### config.mk
export PLATFORM = sky130hd
export DESIGN_NAME = register_read_stage
export DESIGN_NICKNAME = d
export VERILOG_FILES = /design/src/rtl/register_read_stage_pkg.sv /design/src/rtl/register_read_stage_operand_forward_mux.sv /design/src/rtl/register_read_stage.sv
export SDC_FILE = /design/constraint.sdc
export NUM_CORES = 1
export LEC_CHECK = 0
export ABC_AREA = 0
export CAP_MARGIN = 20
export CORE_AREA = 2 2 146 148
export DETAILED_ROUTE_END_ITERATION = 10
export DIE_AREA = 0 0 148 150
export SLEW_MARGIN = 0
export SYNTH_ARGS = -nofsm -noshare
export SYNTH_HDL_FRONTEND = slang
export SYNTH_SLANG_ARGS = --single-unit
### constraint.sdc
create_clock -name clk -period 5.7 [get_ports clk]
set_input_delay 0.855 -clock clk [delete_from_list [all_inputs] [get_ports clk]]
set_output_delay 0.855 -clock clk [all_outputs]
set_load 0.02 [all_outputs]
### src/rtl/register_read_stage_pkg.sv
// Shared types and constants for the register-read stage.
// Widths match the register-file package: 16 registers, r0 hard-wired zero.
package register_read_stage_pkg;

   localparam int unsigned DATA_WIDTH = 32;
   localparam int unsigned SEL_WIDTH  = 4;
   localparam int unsigned CTRL_WIDTH = 32;
   localparam int unsigned CNT_WIDTH  = 32;

   // One decoded instruction as offered by decode.
   typedef struct packed {
      logic [SEL_WIDTH-1:0]  sel_ra;
      logic [SEL_WIDTH-1:0]  sel_rb;
      logic [SEL_WIDTH-1:0]  sel_rc;
      logic                  use_ra;
      logic                  use_rb;
      logic                  use_rc;
      logic [CTRL_WIDTH-1:0] ctrl;
   } rr_in_t;

   // A result bus that can be forwarded into operand resolution (execute or writeback).
   typedef struct packed {
      logic                  en;
      logic [SEL_WIDTH-1:0]  sel;
      logic [DATA_WIDTH-1:0] data;
   } rr_fwd_t;

   // Resolved instruction as handed to execute.
   typedef struct packed {
      logic [DATA_WIDTH-1:0] data_ra;
      logic [DATA_WIDTH-1:0] data_rb;
      logic [DATA_WIDTH-1:0] data_rc;
      logic [SEL_WIDTH-1:0]  sel_ra;
      logic [SEL_WIDTH-1:0]  sel_rb;
      logic [SEL_WIDTH-1:0]  sel_rc;
      logic [CTRL_WIDTH-1:0] ctrl;
   } rr_out_t;

   // True when a forwarding bus carries a live value for a non-zero source register.
   function automatic logic fwd_hit(input logic [SEL_WIDTH-1:0] sel, input rr_fwd_t fwd);
      return fwd.en && (fwd.sel == sel) && (sel != '0);
   endfunction

   // True when a source that is actually read names the given destination.
   function automatic logic src_match(input logic [SEL_WIDTH-1:0] sel,
                                      input logic                 used,
                                      input logic [SEL_WIDTH-1:0] dest);
      return used && (sel == dest);
   endfunction

endpackage

### src/rtl/register_read_stage_operand_forward_mux.sv
// Per-operand priority select: zero register, execute forward, writeback forward, register file.
module operand_forward_mux
   import register_read_stage_pkg::*;
(
   input  logic [SEL_WIDTH-1:0]  sel,
   input  rr_fwd_t               ex_fwd,
   input  rr_fwd_t               wb_fwd,
   input  logic [DATA_WIDTH-1:0] rf_data,
   output logic [DATA_WIDTH-1:0] data_c
);

   // Youngest producer wins; a writeback in the data-arrival cycle is not seen by the RF bypass.
   always_comb begin
      data_c = rf_data;
      if (sel == '0) begin
         data_c = '0;
      end else if (fwd_hit(sel, ex_fwd)) begin
         data_c = ex_fwd.data;
      end else if (fwd_hit(sel, wb_fwd)) begin
         data_c = wb_fwd.data;
      end
   end

endmodule

### src/rtl/register_read_stage.sv
// Register-read pipeline stage between decode and execute.
// Holds one instruction, drives the register-file read selects, resolves operands
// with execute/writeback forwarding and stalls on load-use hazards.
// Optional performance counters: define REGISTER_READ_STAGE_PERF_CNT_EN.
module register_read_stage
   import register_read_stage_pkg::*;
(
   input  logic                  clk,
   input  logic                  rst,

   input  logic                  in_valid,
   output logic                  in_ready,
   input  logic [SEL_WIDTH-1:0]  in_sel_ra,
   input  logic [SEL_WIDTH-1:0]  in_sel_rb,
   input  logic [SEL_WIDTH-1:0]  in_sel_rc,
   input  logic                  in_use_ra,
   input  logic                  in_use_rb,
   input  logic                  in_use_rc,
   input  logic [CTRL_WIDTH-1:0] in_ctrl,

   output logic [SEL_WIDTH-1:0]  rf_read_sel_ra,
   output logic [SEL_WIDTH-1:0]  rf_read_sel_rb,
   output logic [SEL_WIDTH-1:0]  rf_read_sel_rc,
   input  logic [DATA_WIDTH-1:0] rf_read_data_ra,
   input  logic [DATA_WIDTH-1:0] rf_read_data_rb,
   input  logic [DATA_WIDTH-1:0] rf_read_data_rc,

   input  logic                  ex_fwd_en,
   input  logic [SEL_WIDTH-1:0]  ex_dest,
   input  logic [DATA_WIDTH-1:0] ex_data,
   input  logic                  ex_load_pending,

   input  logic                  wb_write_en,
   input  logic [SEL_WIDTH-1:0]  wb_write_sel,
   input  logic [DATA_WIDTH-1:0] wb_write_data,

   input  logic                  flush,

   output logic                  out_valid,
   input  logic                  out_ready,
   output logic [DATA_WIDTH-1:0] out_data_ra,
   output logic [DATA_WIDTH-1:0] out_data_rb,
   output logic [DATA_WIDTH-1:0] out_data_rc,
   output logic [SEL_WIDTH-1:0]  out_sel_ra,
   output logic [SEL_WIDTH-1:0]  out_sel_rb,
   output logic [SEL_WIDTH-1:0]  out_sel_rc,
   output logic [CTRL_WIDTH-1:0] out_ctrl
`ifdef REGISTER_READ_STAGE_PERF_CNT_EN
   ,
   output logic [CNT_WIDTH-1:0]  out_cnt_stall,
   output logic [CNT_WIDTH-1:0]  out_cnt_fwd
`endif
);

   rr_in_t                in_bus;
   rr_in_t                h_in_q;
   rr_in_t                h_in_d;
   logic                  h_valid_q;
   logic                  h_valid_d;
   rr_fwd_t               ex_fwd;
   rr_fwd_t               wb_fwd;
   rr_out_t               out_bus;
   logic                  hazard_c;
   logic                  accept_c;
   logic                  deliver_c;
   logic [DATA_WIDTH-1:0] data_ra_c;
   logic [DATA_WIDTH-1:0] data_rb_c;
   logic [DATA_WIDTH-1:0] data_rc_c;

   // Gather the decode offer and the two forwarding buses into bundles.
   always_comb begin
      in_bus.sel_ra = in_sel_ra;
      in_bus.sel_rb = in_sel_rb;
      in_bus.sel_rc = in_sel_rc;
      in_bus.use_ra = in_use_ra;
      in_bus.use_rb = in_use_rb;
      in_bus.use_rc = in_use_rc;
      in_bus.ctrl   = in_ctrl;

      ex_fwd.en     = ex_fwd_en;
      ex_fwd.sel    = ex_dest;
      ex_fwd.data   = ex_data;

      wb_fwd.en     = wb_write_en;
      wb_fwd.sel    = wb_write_sel;
      wb_fwd.data   = wb_write_data;
   end

   // Load-use hazard: a read source of the held instruction waits on an outstanding load.
   always_comb begin
      hazard_c = 1'b0;
      if (h_valid_q && ex_load_pending && (ex_dest != '0)) begin
         hazard_c = src_match(h_in_q.sel_ra, h_in_q.use_ra, ex_dest)
                 || src_match(h_in_q.sel_rb, h_in_q.use_rb, ex_dest)
                 || src_match(h_in_q.sel_rc, h_in_q.use_rc, ex_dest);
      end
   end

   // Handshake on both sides; nothing moves while reset is asserted or in a flush cycle.
   always_comb begin
      out_valid = 1'b0;
      in_ready  = 1'b0;
      if (!rst) begin
         out_valid = h_valid_q && !hazard_c && !flush;
         in_ready  = !flush && (!h_valid_q || (out_ready && !hazard_c));
      end
   end

   assign accept_c  = in_valid && in_ready;
   assign deliver_c = out_valid && out_ready;

   // Next held state: flush beats accept, accept beats drain.
   always_comb begin
      h_valid_d = h_valid_q;
      h_in_d    = h_in_q;
      if (flush) begin
         h_valid_d = 1'b0;
      end else if (accept_c) begin
         h_valid_d = 1'b1;
         h_in_d    = in_bus;
      end else if (deliver_c) begin
         h_valid_d = 1'b0;
      end
   end

   // Read selects follow the incoming instruction on accept, otherwise re-read the held one
   // so that register-file data always corresponds to the held selects.
   always_comb begin
      rf_read_sel_ra = accept_c ? in_sel_ra : h_in_q.sel_ra;
      rf_read_sel_rb = accept_c ? in_sel_rb : h_in_q.sel_rb;
      rf_read_sel_rc = accept_c ? in_sel_rc : h_in_q.sel_rc;
   end

   // Held-instruction register.
   always_ff @(posedge clk or posedge rst) begin
      if (rst) begin
         h_valid_q <= 1'b0;
         h_in_q    <= '0;
      end else begin
         h_valid_q <= h_valid_d;
         h_in_q    <= h_in_d;
      end
   end

   operand_forward_mux u_mux_ra (
      .sel     (h_in_q.sel_ra),
      .ex_fwd  (ex_fwd),
      .wb_fwd  (wb_fwd),
      .rf_data (rf_read_data_ra),
      .data_c  (data_ra_c)
   );

   operand_forward_mux u_mux_rb (
      .sel     (h_in_q.sel_rb),
      .ex_fwd  (ex_fwd),
      .wb_fwd  (wb_fwd),
      .rf_data (rf_read_data_rb),
      .data_c  (data_rb_c)
   );

   operand_forward_mux u_mux_rc (
      .sel     (h_in_q.sel_rc),
      .ex_fwd  (ex_fwd),
      .wb_fwd  (wb_fwd),
      .rf_data (rf_read_data_rc),
      .data_c  (data_rc_c)
   );

   // Assemble the resolved instruction for execute.
   always_comb begin
      out_bus.data_ra = data_ra_c;
      out_bus.data_rb = data_rb_c;
      out_bus.data_rc = data_rc_c;
      out_bus.sel_ra  = h_in_q.sel_ra;
      out_bus.sel_rb  = h_in_q.sel_rb;
      out_bus.sel_rc  = h_in_q.sel_rc;
      out_bus.ctrl    = h_in_q.ctrl;
   end

   assign out_data_ra = out_bus.data_ra;
   assign out_data_rb = out_bus.data_rb;
   assign out_data_rc = out_bus.data_rc;
   assign out_sel_ra  = out_bus.sel_ra;
   assign out_sel_rb  = out_bus.sel_rb;
   assign out_sel_rc  = out_bus.sel_rc;
   assign out_ctrl    = out_bus.ctrl;

`ifdef REGISTER_READ_STAGE_PERF_CNT_EN
   logic [CNT_WIDTH-1:0] cnt_stall_q;
   logic [CNT_WIDTH-1:0] cnt_stall_d;
   logic [CNT_WIDTH-1:0] cnt_fwd_q;
   logic [CNT_WIDTH-1:0] cnt_fwd_d;
   logic                 any_fwd_c;

   // Saturating counters: hazard cycles, and delivered instructions using any forwarded operand.
   always_comb begin
      any_fwd_c = fwd_hit(h_in_q.sel_ra, ex_fwd) || fwd_hit(h_in_q.sel_ra, wb_fwd)
               || fwd_hit(h_in_q.sel_rb, ex_fwd) || fwd_hit(h_in_q.sel_rb, wb_fwd)
               || fwd_hit(h_in_q.sel_rc, ex_fwd) || fwd_hit(h_in_q.sel_rc, wb_fwd);
      cnt_stall_d = cnt_stall_q;
      cnt_fwd_d   = cnt_fwd_q;
      if (hazard_c && (cnt_stall_q != '1)) begin
         cnt_stall_d = cnt_stall_q + CNT_WIDTH'(1);
      end
      if (deliver_c && any_fwd_c && (cnt_fwd_q != '1)) begin
         cnt_fwd_d = cnt_fwd_q + CNT_WIDTH'(1);
      end
   end

   // Counter registers.
   always_ff @(posedge clk or posedge rst) begin
      if (rst) begin
         cnt_stall_q <= '0;
         cnt_fwd_q   <= '0;
      end else begin
         cnt_stall_q <= cnt_stall_d;
         cnt_fwd_q   <= cnt_fwd_d;
      end
   end

   assign out_cnt_stall = cnt_stall_q;
   assign out_cnt_fwd   = cnt_fwd_q;
`endif

endmodule
Word level (Yosys, flattened, before mapping) --
Index checks and enable logic that the tools add are counted. Widths: inputs -> output; s select.
Storage, ports and cells: register bits 48, bits of input ports 223
Operators by class: equal/unequal tests 9, muxes and demuxes 18, bitwise operators 1, reduce and logical (&&, ||, !) cells 38
Operators with widths (number):
- $mux 32 | 9
- $eq 4x4->1 | 9
- $logic_and 1x1->1 | 23
- $reduce_bool 4->1 | 4
- $logic_not 4->1 | 3
- $mux 4 | 3
- $mux 1 | 6
- $logic_not 1->1 | 3
- $logic_or 1x1->1 | 3
- $reduce_bool 3->1 | 1
- $reduce_and 2->1 | 1
- $not 1->1 | 1

Longest topological paths before layout --
depth after elaboration 13, mapped depth 6

Hierarchy --
A second synthesis with hierarchy kept.
Unflattened totals: cell total of the unflattened synthesis 711, area, all modules 5979.5 µm²
Modules (own cells, without submodules):
- operand_forward_mux | times used 3, cells an instance 173, area an instance 1162.4 µm², sequential area each 0.0 µm²
- register_read_stage | times used 1, cells an instance 192, area an instance 2492.4 µm², sequential area each 1201.2 µm²

Worst setup path after synthesis --
No wires, ideal clock.
path kind input-to-output, start point input ex_dest[1], end point output rf_read_sel_ra[0], arrival time 2372 ps, path slack 2473 ps, cell stages on the path 6, cells stage by stage xor2_1 -> nor4_1 -> a222oi_1 -> o211ai_2 -> buf_2 -> mux2_2
Between the ends: word-level cells in the longest chain between the ends 12, elaborated cells between the ends (all ways) 18, classes of those cells eq/ne (3); mux (3); reduce/logical (12)
RTL lines:
- from (decl) | line register_read_stage.sv:29 | input logic [SEL_WIDTH-1:0] ex_dest,
- $eq 4x4->1 | line register_read_stage_pkg.sv:48 | return used && (sel == dest);
- $logic_and 1x1->1 | line register_read_stage_pkg.sv:48
- $logic_or 1x1->1 | line register_read_stage.sv:94 | || src_match(h_in_q.sel_rb, h_in_q.use_rb, ex_dest)
- $logic_or 1x1->1 | line register_read_stage.sv:95 | || src_match(h_in_q.sel_rc, h_in_q.use_rc, ex_dest);
- $mux 1 (*) | line register_read_stage.sv:92 | if (h_valid_q && ex_load_pending && (ex_dest != '0)) begin
- $logic_not 1->1 (*) | line register_read_stage.sv:105 | in_ready = !flush && (!h_valid_q || (out_ready && !hazard_c));
- $logic_and 1x1->1 (*) | line register_read_stage.sv:105
- $logic_or 1x1->1 (*) | line register_read_stage.sv:105
- $logic_and 1x1->1 (*) | line register_read_stage.sv:105
- $mux 1 (*) | line register_read_stage.sv:103 | if (!rst) begin
- $logic_and 1x1->1 (*) | line register_read_stage.sv:109 | assign accept_c = in_valid && in_ready;
- $mux 4 (*) | line register_read_stage.sv:129 | rf_read_sel_ra = accept_c ? in_sel_ra : h_in_q.sel_ra;
- to (decl) | line register_read_stage.sv:21 | output logic [SEL_WIDTH-1:0] rf_read_sel_ra,
Every way passes the cells marked *; elsewhere a longest branch is shown, timed or not.

Worst setup path in the final report --
start point input ex_dest[0], end point output rf_read_sel_ra[3]
The elaborated chain is that of the path after synthesis.

==> results.yml <==
logic_synthesis:
  synth_top_flop_cell: "dfrtp_1"
  synth_edf_count: 0
  synth_nets: 759
  synth.avg_cell_area_um2: 8.77
  seq_area_frac_synth: 0.256
  synth_cells: 536
  synth-async-reset-ratio: 1.00
  synth_seq_cells: 48
  synthDistinctLibCells: 23
  synth.cell_area_um2: 4700
  synthesis.yosys.warnings: 0
floorplan:
  start_util: 0.227
  std_cell_rows: 53
  die_area_um2: 22200
  die_w_um: 148
  core_um2: 20700
  die_h_um: 150
  io_pins: 377
global_routing:
  grtUsageMet3: 0.0537
  use_met2: 0.344
  grt_pass1_wl_um: 32500
  grt_pass1_vias: 5271
  grt_max_degree: 65
  top_usage_layer: "met2"
  met1_usage: 0.227
  antenna_found_initial: 2
  grtUsageTotal: 0.191
  grt.overflow.total: 0
cells_and_area:
  fill_cells: 2071
  area_growth_pct: 83.9
  drive_gt1_frac: 0.106
  fin_nets: 1071
  layout.cells.most_common: "clkdlybuf4s50_1"
  mostFrequentLayoutCells: "clkdlybuf4s50_1, mux2i_1, o21ai_0, a21oi_1, mux2_2"
  fin_area_um2: 8650
  final_util: 0.418
hold_path:
  min_to: "out_ctrl[16]"
  min_from: "out_ctrl[16]"
  holdPathStages: 1
  hold_path.class: "flip-flop to flip-flop"
clocking:
  cts_tree: "yes"
  post_cts_buffers: 0
  cts_hold_buf: 0
  path_clk_slew_ns: 0.07
  htreeDepth: 2
  cts_made_buffers: 5
  clockBufferDepth: 2
  clk_latency_ns: 0.29
  cts_resized: 0
  clock-root-buffer: "clkbuf_16"
  cts.sink_count: 48
power:
  netSwitchingFraction: 0.399
  power.leakage_uw: 0.00312
  max-vdd-ir-drop_v: 0.000216
  comb_power_share: 0.620
  intPower_uw: 1310
  powerDensity_nw_per_um2: 252
  power_uw: 2180
  p_sw_uw: 869
  power_frac_clock: 0.156
  pwr-share-seq: 0.225
sta:
  min_period_ns: 4.75
  setup_ws_ns: 0.953
  finalCritPeriodShare: 0.833
  finalSetupViolCount: 0
  tightest_slew_ns: 0.664
  skew_ns: 0.00385
  rsz0062_at_grt: "false"
  slew_headroom: 0.557
  fin_setup_tns_ns: 0
  fmax_mhz: 211
  hold_viol: 0
  slew_viol_final: 0
critical_path:
  regToRegEndpoint: "out_ctrl[13]"
  timing.rr.start: "out_sel_ra[1]"
  crit_fanout: 24
  critPathTopFamily: "buffers and inverters"
  crit_chain: "clkdlybuf4s50_1 > xor2_1 > nor4_1 > a222oi_1 > o211ai_4 > buf_12 > mux2_2 > clkdlybuf4s50_1"
  critical-path-slowest-cell: "clkdlybuf4s50_1"
  r2r_slack_ns: 2.77
  worstSetupStartpointType: "input pin"
  path_class: "input pin to output pin"
  path_common_cell: "clkdlybuf4s50_1"
  required_ns: 4.85
  max_stage_delay_ns: 0.54
  crit_buf_inv: 3
  r2r_cells: 7
  cp_data_arrival_time_ns: 3.89
  crit_path_end_kind: "output pin"
placement:
  dpl_worst_slack_ns: 0.977
  gp_congestion: 0.831
  place_hpwl_um: 17400
  place_area_um2: 8450
  portBuffers: 376
drt:
  vias: 5231
  dr.first_iter.drc_count: 154
  drt_first_pass_iters: 6
  drt_wl_total_um: 22400
  antenna_left: 0
  drc_errors: 0
  vias_per_cell: 4.65
  wl_per_cell_um: 19.9
flow_run:
  cap_viol_max_count: 0
status:
  status: "completed"
==> registers in the layout, summed over array words and instances, names as in the netlist <==
| name | cells |
|---|---|
| h_in_q | 3 |
| h_valid_q | 1 |
| out_ctrl | 32 |
| out_sel_ra | 4 |
| out_sel_rb | 4 |
| out_sel_rc | 4 |
==> synth_stat cells (all sizes together) (2+ instances only) <==
cell type | instances | area [um^2]
a21oi | 96 | 480
mux2i | 96 | 961
o21ai | 96 | 480
buf | 59 | 405
mux2 | 59 | 664
dfrtp | 48 | 1200
clkbuf | 27 | 101
xor2 | 15 | 131
xnor2 | 9 | 78.8
nand2 | 6 | 22.5
nand3 | 4 | 20.0
nor4 | 4 | 25.0
or4 | 4 | 30.0
nor3 | 3 | 30.0
inv | 2 | 7.51
nor2 | 2 | 7.51
==> worst reg2reg max path, delay by kind of cell, from the launching register on <==
family / cells / cell delay (ns)
buf+inv: 2 / 0.56
xor+xnor: 1 / 0.21
flops: 1 / 0.52
compound gates: 2 / 0.70
simple gates: 1 / 0.44
mux: 1 / 0.38
==> cell type report <==
type | count | area (um^2) | share of cell area
clock buffers | 5 | 125 | 0.0145
clock inverters | 3 | 42.5 | 0.00492
inverters | 2 | 7.51 | 0.000868
repair buffers | 391 | 3900 | 0.451
flip-flops and latches | 48 | 1200 | 0.139
multi-input cells | 400 | 3020 | 0.349
well taps | 275 | 344 | 0.0398
diodes | 2 | 5.00 | 0.000579
==> how the worst max path moves through the flow <==
stage / cells after the start / to / from / slack [ns]
4_1_cts: 8 / rf_read_sel_ra[3] / ex_dest[1] / 0.95
2_1_floorplan: 6 / rf_read_sel_ra[0] / ex_dest[1] / 2.47
3_5_place_dp: 8 / rf_read_sel_ra[0] / ex_dest[1] / 0.98
5_1_grt: 8 / rf_read_sel_ra[3] / ex_dest[0] / 0.84
3_3_place_gp: 8 / rf_read_sel_rb[3] / ex_dest[1] / 0.99
6_report: 8 / rf_read_sel_ra[3] / ex_dest[0] / 0.95
==> per-layer routing <==
metal,wire length (um),up-vias
li1,-,2560
met1,8910,2401
met2,11200,256
met3,2070,14
met4,242,0
met5,0,-
==> cell families after synthesis <==
logic type             synth area share
AND/OR/NAND/NOR                  0.0301
flip-flops                        0.256
multiplexers                      0.346
XOR/XNOR                         0.0447
AO/OA/AOI/OAI                     0.215
buffers and inverters             0.109
==> through the flow <==
step | std cells | hold WS, ns
5_1_grt | 1125 | 0.523
3_5_place_dp | 1115 | 0.492
6_report | 1126 | 0.504
3_3_place_gp | 1115 | 0.487
4_1_cts | 1123 | 0.509
2_1_floorplan | 536 | 0.478
==> power by group through the flow <==
stage / Clock [uW] / Combinational (uW) / Sequential (uW)
after floorplan: 0 / 742 / 462
after global placement: 0 / 1350 / 497
after detailed placement: 0 / 1350 / 498
after CTS: 351 / 1360 / 493
after global routing: 362 / 1440 / 503
final: 339 / 1350 / 489
Note: power is estimated with default switching activity, not from simulation.
